<file path="src/rtl/mem_access_unit_if.sv">
`default_nettype none
// ============================================================================
// Module      : mem_access_unit_if
// Description : Data-memory bus interface between the MEM-stage access unit
//               (master) and the external data memory (slave). Single
//               outstanding req/ack transaction; ack sampled at rising edge.
// Revision    : 1.0 - initial release
// ============================================================================
interface mem_access_unit_if #(
    parameter int ADDR_W = 32
) ();
    logic              bus_req;
    logic              bus_we;
    logic [ADDR_W-1:0] bus_addr;
    logic [3:0]        bus_be;
    logic [31:0]       bus_wdata;
    logic              bus_ack;
    logic [31:0]       bus_rdata;

    modport master (
        output bus_req,
        output bus_we,
        output bus_addr,
        output bus_be,
        output bus_wdata,
        input  bus_ack,
        input  bus_rdata
    );

    modport slave (
        input  bus_req,
        input  bus_we,
        input  bus_addr,
        input  bus_be,
        input  bus_wdata,
        output bus_ack,
        output bus_rdata
    );
endinterface
`default_nettype wire

</file>
<file path="src/rtl/mem_access_unit.sv">
`default_nettype none
// ============================================================================
// Module      : mem_access_unit
// Description : MEM-stage data-memory access unit. Posted FIFO store buffer,
//               byte/half/word lane steering, sign/zero-extended loads over a
//               registered req/ack bus, and a pipeline stall output.
//               Optional macro MISALIGN_TRAP_EN: flag misaligned half/word
//               accesses instead of truncating the address.
// Revision    : 1.0 - initial release
// ============================================================================
module mem_access_unit #(
    parameter int ADDR_W   = 32,
    parameter int SB_DEPTH = 4,
    parameter int CNT_W    = $clog2(SB_DEPTH) + 1
) (
    input  logic              clk,
    input  logic              reset,
    input  logic              m_valid,
    input  logic              m_load,
    input  logic              m_store,
    input  logic [1:0]        m_type,
    input  logic              m_sign,
    input  logic [ADDR_W-1:0] m_addr,
    input  logic [31:0]       m_wdata,
    output logic              m_stall,
    output logic [31:0]       m_rdata,
    output logic              m_misalign,
    output logic [CNT_W-1:0]  sb_count,
    mem_access_unit_if.master bus
);

    localparam int         PTR_W     = $clog2(SB_DEPTH);
    localparam logic [1:0] TYPE_HALF = 2'b01;
    localparam logic [1:0] TYPE_BYTE = 2'b10;

    typedef enum logic [1:0] {
        IDLE   = 2'd0,
        SDRAIN = 2'd1,
        LREQ   = 2'd2,
        LDONE  = 2'd3
    } state_t;

    state_t              r_state;
    state_t              w_state_nxt;

    logic                r_req, w_req_nxt;
    logic                r_we, w_we_nxt;
    logic [ADDR_W-1:0]   r_addr, w_addr_nxt;
    logic [3:0]          r_be, w_be_nxt;
    logic [31:0]         r_wdata, w_wdata_nxt;

    logic [31:0]         r_ld_word;
    logic                r_discard;

    logic [ADDR_W-1:0]   r_sb_addr  [SB_DEPTH];
    logic [3:0]          r_sb_be    [SB_DEPTH];
    logic [31:0]         r_sb_wdata [SB_DEPTH];
    logic [PTR_W-1:0]    r_wr_ptr;
    logic [PTR_W-1:0]    r_rd_ptr;
    logic [CNT_W-1:0]    r_count;

    logic                w_misalign;
    logic                w_store_req;
    logic                w_load_req;
    logic                w_full;
    logic                w_push;
    logic                w_pop;
    logic                w_ld_ok;
    logic [ADDR_W-1:0]   w_aligned_addr;
    logic [3:0]          w_lane_be;
    logic [31:0]         w_lane_wdata;
    logic [15:0]         w_ld_half;
    logic [7:0]          w_ld_byte;
    logic [31:0]         w_ld_ext;

`ifdef MISALIGN_TRAP_EN
    // Flag half accesses off a halfword boundary and word accesses off a word boundary
    always_comb begin
        w_misalign = 1'b0;
        if (m_valid && (m_load || m_store)) begin
            if (m_type == TYPE_HALF) begin
                w_misalign = m_addr[0];
            end else if (m_type != TYPE_BYTE) begin
                w_misalign = |m_addr[1:0];
            end
        end
    end
`else
    assign w_misalign = 1'b0;
`endif

    // A trapped access neither stores, loads nor stalls; store wins over load
    assign w_store_req    = m_valid && m_store && !w_misalign;
    assign w_load_req     = m_valid && m_load && !m_store && !w_misalign;
    assign w_full         = (r_count == CNT_W'(SB_DEPTH));
    assign w_push         = w_store_req && !w_full;
    assign w_ld_ok        = (r_state == LDONE) && !r_discard;
    assign w_aligned_addr = {m_addr[ADDR_W-1:2], 2'b00};

    // Byte-enable and replicated write-data generation; low address bits
    // below the natural alignment are ignored
    always_comb begin
        w_lane_be    = 4'b1111;
        w_lane_wdata = m_wdata;
        case (m_type)
            TYPE_HALF: begin
                w_lane_be    = m_addr[1] ? 4'b1100 : 4'b0011;
                w_lane_wdata = {2{m_wdata[15:0]}};
            end
            TYPE_BYTE: begin
                w_lane_be    = 4'b0001 << m_addr[1:0];
                w_lane_wdata = {4{m_wdata[7:0]}};
            end
            default: ;
        endcase
    end

    // Select the addressed lane of the captured read word and extend it
    always_comb begin
        w_ld_half = m_addr[1] ? r_ld_word[31:16] : r_ld_word[15:0];
        case (m_addr[1:0])
            2'd1:    w_ld_byte = r_ld_word[15:8];
            2'd2:    w_ld_byte = r_ld_word[23:16];
            2'd3:    w_ld_byte = r_ld_word[31:24];
            default: w_ld_byte = r_ld_word[7:0];
        endcase
        w_ld_ext = r_ld_word;
        case (m_type)
            TYPE_HALF: w_ld_ext = {{16{m_sign & w_ld_half[15]}}, w_ld_half};
            TYPE_BYTE: w_ld_ext = {{24{m_sign & w_ld_byte[7]}}, w_ld_byte};
            default:   ;
        endcase
    end

    // Store-buffer pointers and occupancy; full is judged on the registered count
    always_ff @(posedge clk) begin
        if (!reset) begin
            r_wr_ptr <= '0;
            r_rd_ptr <= '0;
            r_count  <= '0;
        end else begin
            if (w_push) begin
                r_wr_ptr <= r_wr_ptr + PTR_W'(1);
            end
            if (w_pop) begin
                r_rd_ptr <= r_rd_ptr + PTR_W'(1);
            end
            case ({w_push, w_pop})
                2'b10:   r_count <= r_count + CNT_W'(1);
                2'b01:   r_count <= r_count - CNT_W'(1);
                default: ;
            endcase
        end
    end

    // Store-buffer payload storage, written at the tail on push
    always_ff @(posedge clk) begin
        if (reset && w_push) begin
            r_sb_addr[r_wr_ptr]  <= w_aligned_addr;
            r_sb_be[r_wr_ptr]    <= w_lane_be;
            r_sb_wdata[r_wr_ptr] <= w_lane_wdata;
        end
    end

    // Next-state and next bus-register values; bus fields hold while a request is open
    always_comb begin
        w_state_nxt = r_state;
        w_req_nxt   = r_req;
        w_we_nxt    = r_we;
        w_addr_nxt  = r_addr;
        w_be_nxt    = r_be;
        w_wdata_nxt = r_wdata;
        w_pop       = 1'b0;
        case (r_state)
            IDLE: begin
                if (w_load_req && (r_count == '0)) begin
                    w_state_nxt = LREQ;
                    w_req_nxt   = 1'b1;
                    w_we_nxt    = 1'b0;
                    w_addr_nxt  = w_aligned_addr;
                    w_be_nxt    = w_lane_be;
                    w_wdata_nxt = '0;
                end else if (r_count != '0) begin
                    w_state_nxt = SDRAIN;
                    w_req_nxt   = 1'b1;
                    w_we_nxt    = 1'b1;
                    w_addr_nxt  = r_sb_addr[r_rd_ptr];
                    w_be_nxt    = r_sb_be[r_rd_ptr];
                    w_wdata_nxt = r_sb_wdata[r_rd_ptr];
                end
            end
            SDRAIN: begin
                if (bus.bus_ack) begin
                    w_pop       = 1'b1;
                    w_state_nxt = IDLE;
                    w_req_nxt   = 1'b0;
                    w_we_nxt    = 1'b0;
                    w_addr_nxt  = '0;
                    w_be_nxt    = '0;
                    w_wdata_nxt = '0;
                end
            end
            LREQ: begin
                if (bus.bus_ack) begin
                    w_state_nxt = LDONE;
                    w_req_nxt   = 1'b0;
                    w_addr_nxt  = '0;
                    w_be_nxt    = '0;
                end
            end
            LDONE: begin
                w_state_nxt = IDLE;
            end
            default: w_state_nxt = IDLE;
        endcase
    end

    // State, bus registers, read capture and the abandoned-load marker
    always_ff @(posedge clk) begin
        if (!reset) begin
            r_state   <= IDLE;
            r_req     <= 1'b0;
            r_we      <= 1'b0;
            r_addr    <= '0;
            r_be      <= '0;
            r_wdata   <= '0;
            r_ld_word <= '0;
            r_discard <= 1'b0;
        end else begin
            r_state <= w_state_nxt;
            r_req   <= w_req_nxt;
            r_we    <= w_we_nxt;
            r_addr  <= w_addr_nxt;
            r_be    <= w_be_nxt;
            r_wdata <= w_wdata_nxt;
            if ((r_state == LREQ) && bus.bus_ack) begin
                r_ld_word <= bus.bus_rdata;
            end
            // A load that went away mid-request must not hand its data to a later one
            if (r_state == IDLE) begin
                r_discard <= 1'b0;
            end else if ((r_state == LREQ) && !w_load_req) begin
                r_discard <= 1'b1;
            end
        end
    end

    assign bus.bus_req   = r_req;
    assign bus.bus_we    = r_we;
    assign bus.bus_addr  = r_addr;
    assign bus.bus_be    = r_be;
    assign bus.bus_wdata = r_wdata;

    assign m_stall    = (w_store_req && w_full) || (w_load_req && !w_ld_ok);
    assign m_rdata    = (w_load_req && w_ld_ok) ? w_ld_ext : 32'd0;
    assign m_misalign = w_misalign;
    assign sb_count   = r_count;

endmodule
`default_nettype wire
</file>
<file path="src/flat_wrapper.sv">
// flat-port wrapper written by rule: the top's interface ports become plain ports
module mem_access_unit_flat 
#(
    parameter int ADDR_W   = 32,
    parameter int SB_DEPTH = 4,
    parameter int CNT_W    = $clog2(SB_DEPTH) + 1
)
  (clk, reset, m_valid, m_load, m_store, m_type, m_sign, m_addr, m_wdata, m_stall, m_rdata, m_misalign, sb_count, bus_bus_req, bus_bus_we, bus_bus_addr, bus_bus_be, bus_bus_wdata, bus_bus_ack, bus_bus_rdata);
  mem_access_unit_if #(.ADDR_W(ADDR_W)) bus_i ();
  input  logic clk;
  input  logic reset;
  input  logic m_valid;
  input  logic m_load;
  input  logic m_store;
  input  logic [1:0] m_type;
  input  logic m_sign;
  input  logic [ADDR_W-1:0] m_addr;
  input  logic [31:0] m_wdata;
  output logic m_stall;
  output logic [31:0] m_rdata;
  output logic m_misalign;
  output logic [CNT_W-1:0] sb_count;
  output wire logic [$bits(bus_i.bus_req)-1:0] bus_bus_req;
  output wire logic [$bits(bus_i.bus_we)-1:0] bus_bus_we;
  output wire logic [$bits(bus_i.bus_addr)-1:0] bus_bus_addr;
  output wire logic [$bits(bus_i.bus_be)-1:0] bus_bus_be;
  output wire logic [$bits(bus_i.bus_wdata)-1:0] bus_bus_wdata;
  input wire logic [$bits(bus_i.bus_ack)-1:0] bus_bus_ack;
  input wire logic [$bits(bus_i.bus_rdata)-1:0] bus_bus_rdata;
  assign bus_bus_req = bus_i.bus_req;
  assign bus_bus_we = bus_i.bus_we;
  assign bus_bus_addr = bus_i.bus_addr;
  assign bus_bus_be = bus_i.bus_be;
  assign bus_bus_wdata = bus_i.bus_wdata;
  assign bus_i.bus_ack = bus_bus_ack;
  assign bus_i.bus_rdata = bus_bus_rdata;
  mem_access_unit #(.ADDR_W(ADDR_W), .SB_DEPTH(SB_DEPTH), .CNT_W(CNT_W)) u_core (.clk(clk), .reset(reset), .m_valid(m_valid), .m_load(m_load), .m_store(m_store), .m_type(m_type), .m_sign(m_sign), .m_addr(m_addr), .m_wdata(m_wdata), .m_stall(m_stall), .m_rdata(m_rdata), .m_misalign(m_misalign), .sb_count(sb_count), .bus(bus_i));
endmodule
</file>
<file path="config.mk">
export PLATFORM = sky130hd
export DESIGN_NAME = mem_access_unit_flat
export DESIGN_NICKNAME = d
export VERILOG_FILES = /design/src/rtl/mem_access_unit_if.sv /design/src/rtl/mem_access_unit.sv /design/src/flat_wrapper.sv
export SDC_FILE = /design/constraint.sdc
export NUM_CORES = 1
export LEC_CHECK = 0
export ABC_AREA = 1
export BUFFER_PORTS_ARGS = -buffer_cell sky130_fd_sc_hd__buf_2
export CAP_MARGIN = 10
export CORE_MARGIN = 4
export CORE_UTILIZATION = 55
export DETAILED_ROUTE_END_ITERATION = 8
export GPL_TIMING_DRIVEN = 0
export HOLD_SLACK_MARGIN = 0.12
export MAX_ROUTING_LAYER = met4
export PLACE_DENSITY = 0.76
export SYNTH_ARGS = -nofsm -noshare
export SYNTH_HDL_FRONTEND = slang
export SYNTH_SLANG_ARGS = --single-unit
</file>
<file path="constraint.sdc">
create_clock -name clk -period 4.39 [get_ports clk]
set_input_delay 0.2195 -clock clk [delete_from_list [all_inputs] [get_ports clk]]
set_output_delay 0.2195 -clock clk [all_outputs]
set_load 0.02 [all_outputs]
</file>
======== Word-level counts from Yosys, hierarchy flattened ========
Memory sizes are Yosys's and may differ from the RTL's. A register that Yosys moved wholly into a read port is not among the register bits.
Cells that the tools add are included.
storage, ports and cells
  register bits after elaboration ......... 112
  RAM bits ................................ 264
  input port bits ......................... 105
  output and inout bits ................... 107
  logic and storage cells ................. 106
  memories kept ........................... 3
memory list
  name               words  bits a word  rd ports  clocked after Yosys merged registers in  write ports  line                   source
  u_core.r_sb_wdata  4      32           1         1                                        1            mem_access_unit.sv:57  logic [31:0] r_sb_wdata [SB_DEPTH];
  u_core.r_sb_addr   4      30           1         1                                        1            mem_access_unit.sv:55  logic [ADDR_W-1:0] r_sb_addr [SB_DEPTH];
  u_core.r_sb_be     4      4            1         1                                        1            mem_access_unit.sv:56  logic [3:0] r_sb_be [SB_DEPTH];
operators by class
  $add $sub $neg .......................... 4
  eq/ne operators ......................... 15
  shift-type cells ........................ 1
  muxes and demuxes ....................... 40
  bitwise gates (word level) .............. 3
  reduce and logical (&&, ||, !) cells .... 29
operator list
  cell                 number
  $pmux 32 s2          4
  $mux 32              6
  $pmux 8 s3           1
  $mux 2               10
  $mux 16              1
  $mux 4               4
  $pmux 4 s2           2
  $eq 2x2->1 const B   6
  $logic_and 1x1->1    12
  $reduce_and 3->1     3
  $eq 2x1->1 const B   4
  $mux 1               8
  $pmux 2 s4           1
  $pmux 3 s2           1
  $reduce_bool 2->1    3
  $logic_not 1->1      5
  $add 2x1->2 const B  2
  $ne 2x2->1 const B   2
  $pmux 1 s2           2
  $reduce_or 2->1      2
  $shl 1x2->4 const A  1
  $add 3x1->3 const B  1
  $eq 3x3->1 const B   1
  $logic_not 3->1      1
  other kinds (8)      9

======== Logic depth before layout (Yosys ltp) ========
Gate-level depths: netlist of run 1.
  word-level depth ........................ 6
  gate-level depth with buffers ........... 11
  mapped depth without buffers ............ 11

======== Worst setup path before layout of run 1 ========
OpenSTA, ideal clock, no wires.
  kind .................................... reg-to-reg
  start ................................... register u_core.r_count[1] (netlist: u_core.sb_count[1])
  end ..................................... memory u_core.r_sb_addr[0][0] (netlist name), enable pin
  library setup time ...................... 0.491 ns
  arrival time ............................ 3.690 ns
  required time ........................... 3.899 ns
  path slack .............................. 0.209 ns
  stages on the path, launching flop included .. 5
  buffers on the path ..................... 0
  clock period less this slack ............ 4.181 ns
  path through ............................ dfxtp_1 inv_1 nand3_1 nand4_1 nor2_1
on the way
  cells in the longest elaborated chain, start to end .. 6
ends and longest elaborated chain
  item                          line                    source
  start, declared               mem_access_unit.sv:60   logic [CNT_W-1:0] r_count;
  start signal, assigned        mem_access_unit.sv:149  2'b10: r_count <= r_count + CNT_W'(1);
  start signal, assigned        mem_access_unit.sv:150  2'b01: r_count <= r_count - CNT_W'(1);
  $eq 3x3->1                    mem_access_unit.sv:95   assign w_full = (r_count == CNT_W'(SB_DEPTH));
  $logic_not 1->1               mem_access_unit.sv:96   assign w_push = w_store_req && !w_full;
  $logic_and 1x1->1             mem_access_unit.sv:96
  $logic_and 1x1->1             mem_access_unit.sv:158  if (reset && w_push) begin
  $mux 1                        mem_access_unit.sv:158
  $mux 1 (implied by the code)  mem_access_unit.sv:159  r_sb_addr[r_wr_ptr] <= w_aligned_addr;
  end, declared                 mem_access_unit.sv:55
Every way passes these cells.

======== Worst setup path in the final report of run 1 ========
  start ................................... register u_core.r_count[1] (netlist: u_core.sb_count[1])
  end ..................................... memory u_core.r_sb_wdata[2][15], enable pin
on the way
  cells in the longest elaborated chain, start to end .. 6
ends and longest elaborated chain
  item                          line                    source
  $eq 3x3->1                    mem_access_unit.sv:95
  $logic_not 1->1               mem_access_unit.sv:96
  $logic_and 1x1->1             mem_access_unit.sv:96
  $logic_and 1x1->1             mem_access_unit.sv:158
  $mux 1                        mem_access_unit.sv:158
  $mux 1 (implied by the code)  mem_access_unit.sv:161  r_sb_wdata[r_wr_ptr] <= w_lane_wdata;
  end, declared                 mem_access_unit.sv:57
Every way passes these cells.

==> results of run 1 <==
## repair_timing
action                                 4_1_cts  5_1_grt
hold buffers                                84        0
resized for setup                            0        0
endpoints found under the hold margin      246        0
## power groups by stage
stage / Combinational (W) / Sequential [W] / Clock, W
final: 0.00293 / 0.00429 / 0.00319
after global routing: 0.00325 / 0.00433 / 0.00336
after detailed placement: 0.00281 / 0.00436 / 0
after CTS: 0.00292 / 0.00429 / 0.00321
after floorplan: 0.00159 / 0.00464 / 0
after global placement: 0.00275 / 0.00435 / 0
## state kept, by name, summed over array words and instances (netlist names), named ones only
register,flops
u_core.r_rd_ptr,2
u_core.r_sb_wdata,128
u_core.bus.bus_we,1
u_core.r_discard,1
u_core.r_ld_word,32
u_core.r_sb_be,16
u_core.r_sb_addr,120
u_core.bus.bus_be,4
u_core.bus.bus_addr,30
u_core.r_wr_ptr,2
u_core.bus.bus_req,1
u_core.r_state,2
u_core.bus.bus_wdata,32
u_core.sb_count,3
## how the worst max path moves through the flow
stage | from | slack [ns] | to
floorplan | u_core.sb_count[1] | 0.21 | u_core.r_sb_addr[0][0]
global placement | reset | -2.17 | u_core.r_sb_wdata[1][20]
detailed placement | reset | 1.53 | u_core.r_sb_wdata[2][20]
CTS | u_core.sb_count[1] | 1.75 | u_core.r_sb_wdata[2][28]
global route | u_core.sb_count[1] | 1.59 | u_core.r_sb_wdata[2][30]
finish | u_core.sb_count[1] | 1.75 | u_core.r_sb_wdata[2][15]
## cell usage after synthesis, types with 2 or more instances
library cell,number
nor2_1,255
inv_2,5
nand2_2,4
clkbuf_2,3
inv_1,147
buf_6,8
nand3_1,79
clkbuf_1,35
ha_1,11
dfxtp_1,112
o22ai_1,8
buf_4,12
buf_2,28
nand3_2,2
a21oi_1,85
o21ai_0,143
o21ai_1,37
buf_1,12
nand2_1,547
edfxtp_1,264
## placed cells by master, fill, tap and decap left out, types with 2 or more instances in the layout
| master | count |
|---|---|
| edfxtp_1 | 264 |
| clkbuf_8 | 7 |
| buf_2 | 235 |
| nand2_2 | 4 |
| clkbuf_1 | 47 |
| o21ai_1 | 37 |
| nand2_1 | 547 |
| nand3_1 | 79 |
| a21oi_1 | 85 |
| dfxtp_1 | 112 |
| nor2_1 | 251 |
| nor2_4 | 4 |
| clkinv_2 | 6 |
| buf_16 | 2 |
| clkbuf_2 | 3 |
| buf_12 | 6 |
| inv_2 | 5 |
| buf_1 | 12 |
| buf_6 | 8 |
| conb_1 | 3 |
| o21ai_0 | 143 |
| inv_1 | 147 |
| ha_1 | 11 |
| buf_4 | 12 |
| dlygate4sd3_1 | 84 |
| nand3_2 | 2 |
| o22ai_1 | 8 |
| diode_2 | 2 |
| clkinv_1 | 4 |
| clkbuf_16 | 41 |
## worst min-delay path: cells and delay by family
kind | cells | cell delay, ns
AND/OR/NAND/NOR | 1 | 0.17
buffers and inverters | 1 | 0.14
AO/OA/AOI/OAI | 1 | 0.08
## through the flow
step | util | hold WS [ns]
after floorplan | - | 0.318
after global placement | 0.616 | 0.448
after detailed placement | 0.623 | 0.450
after CTS | 0.694 | 0.121
after global routing | 0.694 | 0.145
final | 0.695 | 0.137
## cell families (layout without fill, tap and decap cells)
family | count (synthesis) | after routing
xor+xnor | 1 | 1
other cells | 1 | 5
flops | 376 | 376
simple gates | 892 | 892
buf+inv | 253 | 622
compound gates | 275 | 275
fa+ha+maj | 12 | 12
## per-layer routing
metal | vias to the layer above | routed length (um) | GRT usage
met2 | 686 | 21400 | 0.450
met5 | - | 0 | -
met4 | 0 | 1340 | 0.0901
met1 | 6301 | 17500 | 0.344
met3 | 104 | 4050 | 0.0519
li1 | 6572 | - | -
## layout make-up
type	count	area share
sequential	376	0.505
clock buffer	60	0.0579
tap	384	0.0238
antenna	2	0.000248
buffer	98	0.0254
clock inverter	10	0.00366
timing repair buffer	299	0.102
inverter	155	0.0291
multi-input combinational	1183	0.253
==> metrics.csv, run 1 <==
metric;value;unit
Logic pwr share;0.282;
Area Growth Syn to Fin;23.4;%
clk sinks;376;
Most used DFF post-synth;edfxtp_1;
CTS root buf;clkbuf_16;
starting density of the core;0.563;
ranking of synthesized cells by area;edfxtp_1, dfxtp_1, nand2_1, nor2_1, o21ai_0;
initial antenna violation count;1;
final setup margin;1.75;ns
total global routing overflow;0;
crit-path max FO;29;
WP depth;6;
max_cap viols;0;
Inserted Clock Buffers;38;
Hold WC Path Type;in -> reg;
drt first pass iters;6;
die area;0.0325;mm2
Fin Setup TNS;0;ns
total power;0.0104;W
largest family of logic cells by synthesized area;simple AND/OR/NAND/NOR gates;
mapped cell area;0.0163;mm2
post-DP HPWL;29.9;mm
Compound-Gate Fraction of Synth Area;0.0853;
Longest Clk Path Bufs;3;
FP Rows;62;
Tot GR Track Use;0.273;
fmax;379;MHz
internal power;0.00693;W
clk_lat worst skew;0.53;ns
leading area contributor after synthesis;edfxtp_1;
Routed WL;44.3;mm
R2R Path Start;u_core.sb_count[1];
Crit Path Category;reg -> reg;
first-pass GRT wire length;69.6;mm
CTS H-Tree Depth;2;
mux share of post-synthesis cell area;0;
largest net degree at the start of global routing;30;
setup bufs post-CTS;0;
simple-gate share of the synthesized area;0.215;
Placed Instances;2411;
fill count;2198;
Pins Over Slew Limit;0;
Slew @ Worst Pin;0.788;ns
core footprint;0.0290;mm2
Avg Inst Size Synth;9.02;um2
Setup Skew;0.0111;ns
post-route insts no fill;2567;
crit-path cells;inv_1, nand3_1, nand4_1, nor2_4, buf_16, buf_12;
Worst Hold Depth;3;
residual DRC count;0;
IO buf count;207;
delay of the slowest critical-path stage;0.76;ns
crit end category;flop;
final number of setup-violating endpoints;0;
top cell type's share of synthesized area;0.485;
flop2flop setup slack;1.75;ns
pre-CTS WS;1.53;ns
buffers and inverters on the worst path;3;
reg-to-reg endpoint;u_core.r_sb_wdata[2][15];
P_sw;0.00348;W
Worst-path clk slew;0.06;ns
Req. time, crit path;4.60;ns
VDD IR max;0.317;mV
CTS tree;yes;
Power Density;517;mW/mm2
Ys Warns;0;
Multi-input gate area;0.00510;mm2
clock power share;0.306;
reg2reg path depth;6;
XOR/XNOR Fraction of Synth Area;0.000536;
Final nets;2268;
chip width;180;um
Hold Crit Endpoint;u_core.r_wr_ptr[0];
Async SR Flop Fraction;0;
IO Pins;212;
Hold Startpoint;m_valid;
Seq pwr share;0.412;
post-synthesis adder-cell area fraction;0.00965;
Sequential cell area;0.0102;mm2
DRT iter0 DRCs;1390;
P_leak;8.40;nW
number of global-route vias before repair;13407;
sequential area share after synthesis;0.623;
Vias/cell;5.32;
design area;0.0202;mm2
slowest CP cell;nor2_4;
Sw Share;0.334;
RSZ-0062 raised after global routing;no;
DP Area;0.0181;mm2
critical path's top delay family;simple AND/OR/NAND/NOR gates;
Synth Register Bits;376;
Antenna Nets Post-Route;0;
synthesized instance count;1810;
final hold violations;0;
Distinct cells, synth;33;
arrival time worst endpoint;2.85;ns
Rel. slew slack;0.473;
Die Height;180;um
drt wl/cell;17.2;um
Tmin final;2.64;ns
DR vias;13663;
layout cell share with drive strength beyond 1;0.157;
outcome;completed;
Final Wtd Congestion;0.893;
Post-synth EDFFs;264;
crit share post-route;0.601;
CP Launch Type;flop;
No activity file was read; power rests on OpenSTA's default activity.
==> inputs of run 2 (changes only) <==
==> constraint.sdc (replaced) <==
create_clock -name clk -period 2.5 [get_ports clk]
set_input_delay 0.125 -clock clk [delete_from_list [all_inputs] [get_ports clk]]
set_output_delay 0.125 -clock clk [all_outputs]
set_load 0.02 [all_outputs]
==> run 2 against run 1 <==
Against the previous run: combinational power up 77%; sequential power up 75%; non-clock buffer count up 33; flip-flop and latch count unchanged; utilization up 1.2 points; clock-buffer cell count up 2; global-route usage up 1.0 points; design area up 1.7%; register-to-register slack worse by 1.5 ns; power up 77%; routed wire length up 2.7%; critical path type is now reg -> out; largest power group unchanged.
==> metrics.csv, run 2 (synthesis results as in run 1) <==
metric;value;unit;change
layout cell share with drive strength beyond 1;0.160;;was 0.157
Crit Path Category;reg -> out;;was reg -> reg
Vias/cell;5.38;;was 5.32
final number of setup-violating endpoints;0;;unchanged
Die Height;180;um;unchanged
design area;0.0205;mm2;was 0.0202 mm2
Tot GR Track Use;0.283;;was 0.273
fmax;424;MHz;
crit-path max FO;10;;was 29
post-route insts no fill;2601;;was 2567
starting density of the core;0.563;;unchanged
number of global-route vias before repair;13866;;was 13407
DP Area;0.0181;mm2;about the same
crit share post-route;0.944;;
Inserted Clock Buffers;39;;was 38
IO buf count;207;;unchanged
Rel. slew slack;0.538;;was 0.473
post-DP HPWL;29.7;mm;was 29.9 mm
Longest Clk Path Bufs;3;;unchanged
die area;0.0325;mm2;unchanged
fill count;2079;;was 2198
commonest non-fill, non-tap cell in the layout;nand2_1;;unchanged
arrival time worst endpoint;2.23;ns;was 2.85 ns
number of flip-flops in the largest register;128;;unchanged
met3 usage;0.0537;;was 0.0519
DR vias;13981;;was 13663
fin util;0.706;;was 0.695
IO Pins;212;;unchanged
DRT iter0 DRCs;1392;;was 1390
CTS tree;yes;;unchanged
total power;0.0184;W;was 0.0104 W
FP Rows;62;;unchanged
Placed Instances;2411;;unchanged
P_leak;8.56;nW;was 8.40 nW
initial antenna violation count;1;;unchanged
clk sinks;376;;unchanged
clk_lat worst skew;0.53;ns;about the same
CTS root buf;clkbuf_16;;unchanged
GR Util met1;0.361;;was 0.344
Setup Skew;0.0184;ns;was 0.0111 ns
outcome;completed;;unchanged
Top Registers;u_core.r_sb_wdata: 128 flops, u_core.r_sb_addr: 120 flops;;unchanged
drt wl/cell;17.5;um;was 17.2 um
WHS;0.139;ns;was 0.137 ns
Routed WL;45.5;mm;was 44.3 mm
Tmin final;2.36;ns;
Slew @ Worst Pin;0.685;ns;was 0.788 ns
residual DRC count;0;;unchanged
largest net degree at the start of global routing;30;;unchanged
Hold WC Path Type;in -> reg;;unchanged
chip width;180;um;unchanged
Power Density;900;mW/mm2;was 517 mW/mm2
first-pass GRT wire length;72.1;mm;was 69.6 mm
core footprint;0.0290;mm2;unchanged
total global routing overflow;0;;unchanged
final hold violations;0;;unchanged
max_cap viols;0;;unchanged
Worst-path clk slew;0.06;ns;about the same
Area Growth Syn to Fin;25.5;%;was 23.4%
VDD IR max;0.478;mV;was 0.317 mV
Req. time, crit path;2.38;ns;was 4.60 ns
drt first pass iters;6;;unchanged
GRT Max-Usage Layer;met2;;unchanged
RSZ-0062 raised after global routing;no;;unchanged
Antenna Nets Post-Route;0;;unchanged
Top reg by flops;u_core.r_sb_wdata;;unchanged
most frequent cells in the layout;nand2_1, edfxtp_1, nor2_1;;unchanged
CTS H-Tree Depth;2;;unchanged
met2 Resource Use GR;0.459;;was 0.450
Final Wtd Congestion;0.924;;was 0.893
CP Launch Type;flop;;unchanged
Pins Over Slew Limit;0;;unchanged
crit end category;primary output;;was flop
Final nets;2303;;was 2268
[run 2: cell count changes in the layout (fill, tap and decap cells not counted), sizes merged]
cell         previous run  this run
clkinv                 10         7
diode                   2         1
nor2                  256       257
bufinv                  1         2
dlygate4sd3            84       110
clkbuf                 98       101
buf                   275       281
inv                   153       154
[run 2: worst max-delay path, cell delays in order, from the launching register on]
cell	delay (ns)
dfxtp_1	0.39
ha_1	0.16
inv_1	0.04
nor2_1	0.18
nand2_2	0.16
clkbuf_2	0.25
a21oi_1	0.29
buf_2	0.23
[run 2: final timing paths]
path / startpoint / endpoint / slack (ns) / cells past startpoint
worst min-delay path: m_wdata[17] / u_core.r_sb_wdata[0][17] / 0.14 / 3
worst max-delay path: u_core.r_state[1] / m_rdata[9] / 0.14 / 7
worst max register to register: u_core.sb_count[1] / u_core.r_sb_wdata[0][18] / 0.24 / 6
worst min register to register: u_core.bus.bus_addr[25] / u_core.bus.bus_addr[25] / 0.46 / 2
[run 2: final cells by class]
| type | instances | area [um2] | area share |
|---|---|---|---|
| Multi-Input combinational cell | 1184 | 5120 | 0.250 |
| Buffer | 98 | 514 | 0.0251 |
| Clock inverter | 9 | 101 | 0.00495 |
| Tap cell | 384 | 480 | 0.0234 |
| Sequential cell | 376 | 10200 | 0.496 |
| Antenna cell | 1 | 2.50 | 0.000122 |
| Clock buffer | 62 | 1160 | 0.0568 |
| Timing Repair Buffer | 332 | 2360 | 0.115 |
| Inverter | 155 | 586 | 0.0286 |
[run 2: power by group]
| group | switching (W) | total (W) | internal, W | leakage [nW] |
|---|---|---|---|---|
| logic | 0.00353 | 0.00518 | 0.00165 | 4.63 |
| clock network | 0.00233 | 0.00573 | 0.00341 | 0.619 |
| registers | 0.000276 | 0.00752 | 0.00725 | 3.31 |
[run 2: metrics by stage]
step                      TNS (ns)  worst slack (ns)
after floorplan            -173.86            -0.659
after global placement     -511.97             -2.01
after detailed placement    -17.45            -0.197
after CTS                        0            0.0209
after global routing             0            0.0234
final                            0             0.141
[run 2: layer usage]
layer | part of all wire | wire length (um) | up-vias
met1 | 0.39 | 17900 | 6451
met5 | 0 | 0 | -
met4 | 0.034 | 1550 | 0
li1 | - | - | 6644
met3 | 0.093 | 4240 | 143
met2 | 0.48 | 21800 | 743
[run 2: repair_timing]
| action | CTS | global route |
|---|---|---|
| pin swaps | 4 | 1 |
| hold buffers | 110 | 0 |
| buffers inserted | 3 | 4 |
| gates cloned | 1 | 0 |
| resized for setup | 0 | 5 |
| endpoints found under the hold margin | 307 | 0 |
| endpoints found under the setup margin | 107 | 53 |
